`config.mk`:
```
export PLATFORM = sky130hd
export DESIGN_NAME = sel_split_n
export DESIGN_NICKNAME = d
export VERILOG_FILES = /design/src/rtl/sel_split_pkg.sv /design/src/rtl/pulse_delay.sv /design/src/rtl/sel_split_n.sv
export SDC_FILE = /design/constraint.sdc
export NUM_CORES = 1
export LEC_CHECK = 0
export ABC_AREA = 1
export BUFFER_PORTS_ARGS = -buffer_cell sky130_fd_sc_hd__buf_2
export CORE_AREA = 5 5 42 44
export CTS_CLUSTER_SIZE = 10
export DETAILED_ROUTE_END_ITERATION = 16
export DIE_AREA = 0 0 47 49
export PLACE_DENSITY = 0.69
export SYNTH_ARGS = -nofsm -noshare
export SYNTH_HDL_FRONTEND = slang
export SYNTH_SLANG_ARGS = --single-unit
```
`constraint.sdc`:
```
create_clock -name clk -period 1.3 [get_ports clk]
set_input_delay 0.065 -clock clk [delete_from_list [all_inputs] [get_ports clk]]
set_output_delay 0.065 -clock clk [all_outputs]
set_load 0.005 [all_outputs]
```
`src/rtl/sel_split_pkg.sv`:
```
// Shared types and limits for the sel_split_n conditional-split block.
package sel_split_pkg;

    localparam int SEL_MAX_N   = 16;
    localparam int SEL_MAX_DLY = 7;

    typedef enum logic [1:0] {
        SEL_ST_IDLE    = 2'd0,
        SEL_ST_WAIT    = 2'd1,
        SEL_ST_RELEASE = 2'd2
    } sel_state_t;

endpackage

```
`src/rtl/pulse_delay.sv`:
```
// Delays a single-cycle pulse by DLY (0..7) cycles; DLY = 0 is a pass-through.
// Only one pulse may be in flight, so a loadable down-counter replaces a shift register.
module pulse_delay
    import sel_split_pkg::*;
#(
    parameter int DLY = 2
) (
    input  logic clk,
    input  logic rst,
    input  logic pulse_in,
    output logic pulse_out
);

    localparam int CW = $clog2(SEL_MAX_DLY + 1);

    logic [CW-1:0] cnt;

    // NOTE: sequential state uses non-blocking assignments so every flop samples pre-edge values.
    always_ff @(posedge clk) begin
        if (rst) begin
            cnt <= '0;
        end else if (pulse_in) begin
            cnt <= CW'(DLY);
        end else if (cnt != '0) begin
            cnt <= cnt - 1'b1;
        end
    end

    assign pulse_out = (DLY == 0) ? pulse_in : (cnt == CW'(1));

endmodule

```
`src/rtl/sel_split_n.sv`:
```
// N-way conditional split: fans one drive pulse out to the masked branches, joins their frees.
// Optional stall watchdog built when SEL_SPLIT_TIMEOUT_EN is defined.
module sel_split_n
    import sel_split_pkg::*;
#(
    parameter int N        = 2,
    parameter int FREE_DLY = 2,
    parameter int TO_W     = 8
) (
    input  logic         clk,
    input  logic         rst,
    input  logic         i_drive,
    input  logic [N-1:0] i_valid,
    input  logic [N-1:0] i_freeNext,
    output logic         o_free,
    output logic [N-1:0] o_driveNext,
    output logic         o_busy,
    output logic [N-1:0] o_pending,
    output logic         o_err,
    output logic         o_timeout
);

    sel_state_t   state;
    sel_state_t   state_next;
    logic [N-1:0] pending;
    logic [N-1:0] pending_next;
    logic [N-1:0] free_acc;
    logic [N-1:0] free_bad;
    logic         drive_ok;
    logic         drive_bad;
    logic         done;
    logic         rel_fire;

    // NOTE: every signal written in always_comb gets a default first, so no latch is inferred.
    always_comb begin
        drive_ok     = i_drive && (state == SEL_ST_IDLE);
        drive_bad    = i_drive && (state != SEL_ST_IDLE);
        free_acc     = i_freeNext & pending;
        free_bad     = i_freeNext & ~pending;
        pending_next = pending & ~free_acc;
        // The join is complete either on an empty-mask drive or when the last owed free lands.
        done         = (drive_ok && (i_valid == '0)) ||
                       ((state == SEL_ST_WAIT) && (pending_next == '0));
    end

    pulse_delay #(
        .DLY (FREE_DLY)
    ) u_free_dly (
        .clk       (clk),
        .rst       (rst),
        .pulse_in  (done),
        .pulse_out (rel_fire)
    );

    always_ff @(posedge clk) begin
        if (rst) begin
            state <= SEL_ST_IDLE;
        end else begin
            state <= state_next;
        end
    end

    always_comb begin
        state_next = state;
        case (state)
            SEL_ST_IDLE: begin
                if (drive_ok) begin
                    state_next = (i_valid != '0) ? SEL_ST_WAIT : SEL_ST_RELEASE;
                end
            end
            SEL_ST_WAIT: begin
                if (pending_next == '0) begin
                    state_next = SEL_ST_RELEASE;
                end
            end
            SEL_ST_RELEASE: state_next = SEL_ST_RELEASE;
            default:        state_next = SEL_ST_IDLE;
        endcase
        // Returning to IDLE on the o_free edge lets a drive in the o_free cycle be accepted.
        if (rel_fire) begin
            state_next = SEL_ST_IDLE;
        end
    end

    always_comb begin
        o_busy    = (state != SEL_ST_IDLE);
        o_pending = pending;
    end

    // NOTE: no memories here, so every register, including pending, is cleared by rst.
    always_ff @(posedge clk) begin
        if (rst) begin
            pending     <= '0;
            o_driveNext <= '0;
            o_free      <= 1'b0;
            o_err       <= 1'b0;
        end else begin
            if (drive_ok) begin
                pending <= i_valid;
            end else if (state == SEL_ST_WAIT) begin
                pending <= pending_next;
            end
            o_driveNext <= drive_ok ? i_valid : '0;
            o_free      <= rel_fire;
            o_err       <= o_err | drive_bad | (|free_bad);
        end
    end

`ifdef SEL_SPLIT_TIMEOUT_EN
    logic [TO_W-1:0] to_cnt;
    logic            to_flag;

    // Counter saturates at all-ones; the flag rises in the same cycle the count gets there.
    always_ff @(posedge clk) begin
        if (rst) begin
            to_cnt  <= '0;
            to_flag <= 1'b0;
        end else begin
            if (drive_ok) begin
                to_cnt <= '0;
            end else if (state == SEL_ST_WAIT) begin
                if (|free_acc) begin
                    to_cnt <= '0;
                end else if (to_cnt != '1) begin
                    to_cnt <= to_cnt + 1'b1;
                end
            end
            if ((state == SEL_ST_WAIT) && !(|free_acc) && (to_cnt == ~TO_W'(1))) begin
                to_flag <= 1'b1;
            end
        end
    end

    assign o_timeout = to_flag;
`else
    assign o_timeout = 1'b0;
`endif

endmodule

```
==> flow_summary_export.csv <==
group,metric,value,unit
logic_synthesis,synth_top_family_by_area,"simple AND/OR/NAND/NOR gates",
critical_path,arrival,1.37,ns
die,dieArea,2300,µm²
min_path,worstHoldPathType,"primary input to flop",
clocking,cts_tree,"yes",
logic_synthesis,synthFlopType,"dfxtp_1",
logic_synthesis,syn-instance-count,80,
clocking,cts_max_level,1,
drt,drt_wl_total,1100,µm
critical_path,r2r_slack,0.10,ns
die,core_area,1400,µm²
clocking,clkSlewWorstSetupHoldPaths,0.07,ns
clocking,root_buffer,"clkbuf_4",
critical_path,cp_top_family,"flip-flops",
critical_path,startpoint_type,"flop",
critical_path,crit_type,"flop to flop",
logic_synthesis,postSynthAreaPerCell,7.49,µm²
global_route,grt_pass1_vias,511,
clocking,cts_buffer_depth,2,
logic_synthesis,synthSimpleGateAreaFrac,29.9,%
logic_synthesis,ys_async_sr_fraction,0,%
clocking,cts_hold_buf,0,
clocking,numClockSinks,11,
critical_path,slowest_delay,0.36,ns
final_layout,nNetsFinal,108,
global_route,grtUsageTotal,11.5,%
die,die_w,47,µm
place,place_congestion,0.771,
status,outcome,"finished, final reports clean",
final_layout,diodes,0,
timing,min_period_over_period,92.2,%
critical_path,end_kind,"flop",
drt,dr.pass1.iters,2,
die,die-height,49,µm
timing,drv_slew,0,
logic_synthesis,syn_area,599,µm²
logic_synthesis,synth_nets,91,
timing,fin_hold_ws,0.0746,ns
timing,hold_viol,0,
power,peakVddDrop,1.05,mV
drt,drc,0,
global_route,antenna_found_initial,0,
drt,routed-via-count,509,
logic_synthesis,yosys_warnings,0,
die,io_pins,15,
logic_synthesis,synth_top_cell_area_share,36.7,%
run,maxCapViolCount,0,
drt,wl_per_cell,9.79,µm
logic_synthesis,synth_compound_area_share,12.1,%
logic_synthesis,muxShareOfSynthArea,0,%
critical_path,reg2reg_depth,8,
critical_path,slowest_stage,"dfxtp_1",
timing,setup_viol,0,
logic_synthesis,yosys.area_share.xor_xnor,1.46,%
timing,period_needed,1.20,ns
logic_synthesis,yosysTopAreaCell,"dfxtp_1",
logic_synthesis,synthTopCellsByArea,"dfxtp_1 (37%), ha_1 (8.4%), inv_1 (8.1%)",
drt,drtAntennaViolNets,0,
clocking,cts_resized,0,
logic_synthesis,synth_common_cells,"inv_1 (13), dfxtp_1 (11), nor2_1 (11), nand2_1 (10)",
timing,rsz0062_at_grt,"no",
critical_path,critical_path_buf_inv_count,2,
logic_synthesis,synthAdderAreaFrac,8.35,%
timing,setup_tns,0,ns
clocking,cts_buffers,3,
timing,clock_skew,0.00345,ns
critical_path,rr_startpoint,"state[0]$_SDFFE_PP0P_",
global_route,grt_pass1_wl,1920,µm
logic_synthesis,netlist-cell-type-count,22,
min_path,holdCritStartpoint,"i_valid[0]",
critical_path,cp_max_fo,5,
critical_path,cp_cell_sequence,"inv_1 -> ha_2 -> nand2_2 -> inv_2 -> nand2_2 -> o21ai_4 -> nor2_2 -> nor2_2",
logic_synthesis,synth_enable_flop_cells,0,
timing,fmax,834,MHz
place,dpl.hpwl,902,µm
logic_synthesis,synth-seq-cells,11,
power,p_leak,0.360,nW
clocking,post_cts_buffers,0,
logic_synthesis,synth-seq-area-share,36.7,%
drt,avgViaCountPerCell,4.54,
global_route,grt_max_degree,10,
global_route,overflow,0,
power,p_per_area,2130,nW/µm²
clocking,clk_latency,0.27,ns
critical_path,required,1.47,ns
place,port_buffers,13,
final_layout,syn_to_final_growth,18.4,%
drt,drtIter0Drc,5,
critical_path,r2r-end,"u_free_dly.cnt[1]$_SDFFE_PP0P_",
min_path,whs_endpoint,"o_driveNext[0]$_SDFF_PP0_",
die,start_util,42.8,%
min_path,whs_path_depth,3,
final_layout,drive_above_1_share,33.3,%
logic_synthesis,yosysMostFrequentCell,"inv_1",
die,rows,14,
==> where the power goes <==
part | switching, mW | leakage (nW) | total, mW | internal [mW]
combinational | 0.438 | 0.254 | 0.767 | 0.330
clock | 0.115 | 0.0150 | 0.234 | 0.119
sequential | 0.0727 | 0.0911 | 0.513 | 0.441
==> placed cells by master (no fill, tap or decap) <==
cell type and count:
nand3_1 3, nor2_1 11, ha_1 3, inv_2 1, o21ai_4 1, inv_1 13
buf_2 13, nor3_1 1, clkbuf_1 1, o211ai_1 1, nand2_1 10, o21ai_1 4
clkbuf_4 3, a31oi_1 2, nand2_2 4, dfxtp_2 1, o22ai_1 1, ha_2 1
buf_4 1, nor2_2 4, conb_1 1, nor3_2 3, dfxtp_1 10, xor2_1 1
a21oi_1 2
==> worst max-delay path by stage <==
| stage | start | endpoint | slack (ns) | cells past startpoint |
|---|---|---|---|---|
| after floorplan | state[0]$_SDFFE_PP0P_ | u_free_dly.cnt[1]$_SDFFE_PP0P_ | 0.16 | 8 |
| after global placement | state[0]$_SDFFE_PP0P_ | u_free_dly.cnt[1]$_SDFFE_PP0P_ | 0.11 | 8 |
| after detailed placement | state[0]$_SDFFE_PP0P_ | u_free_dly.cnt[1]$_SDFFE_PP0P_ | 0.04 | 8 |
| after CTS | state[0]$_SDFFE_PP0P_ | u_free_dly.cnt[1]$_SDFFE_PP0P_ | 0.03 | 8 |
| after global routing | state[0]$_SDFFE_PP0P_ | u_free_dly.cnt[1]$_SDFFE_PP0P_ | 0.01 | 8 |
| final | state[0]$_SDFFE_PP0P_ | u_free_dly.cnt[1]$_SDFFE_PP0P_ | 0.10 | 8 |
==> sequential cells by signal, summed over array words and instances, names as in the netlist <==
register	cells
u_free_dly.cnt	3
o_driveNext	2
o_pending	2
state	2
o_err	1
o_free	1
==> metrics by stage <==
step / utilization (%) / instances / total power, mW / worst slack [ns] / cell area, µm²
global placement: 48.5 / 108 / 1.26 / 0.113 / 679
finish: 50.6 / 112 / 1.51 / 0.101 / 709
CTS: 50.4 / 112 / 1.53 / 0.0271 / 706
global route: 50.6 / 112 / 1.68 / 0.00953 / 709
detailed placement: 48.5 / 108 / 1.28 / 0.0427 / 679
floorplan: - / 80 / 1.10 / 0.156 / 599
==> kinds of logic (layout without fill, tap and decap cells) <==
| kind of cell | count (synthesis) | count (layout) |
|---|---|---|
| AND/OR/NAND/NOR | 36 | 36 |
| buffers and inverters | 16 | 32 |
| AO/OA/AOI/OAI | 11 | 11 |
| flip-flops | 11 | 11 |
| adder cells (fa/ha/maj) | 4 | 4 |
| other | 1 | 1 |
| XOR/XNOR | 1 | 1 |
==> worst min-delay path, stage by stage <==
cell,delay (ns)
buf_2,0.10
nand3_1,0.10
inv_1,0.06
==> layer usage <==
layer	GRT usage, %	share of wire, %
met1	12.3	43
met2	16.5	48
met3	7.38	8.3
met4	6.45	0.82
met5	0	0
==> area by class of cell <==
type	count	area, µm²
well taps	16	20.0
repair buffers	14	72.6
inverters	14	52.6
fillers	149	692
flip-flops and latches	11	221
multi-input cells	53	317
clock buffers	4	26.3
(Power assumes the default switching activity.)
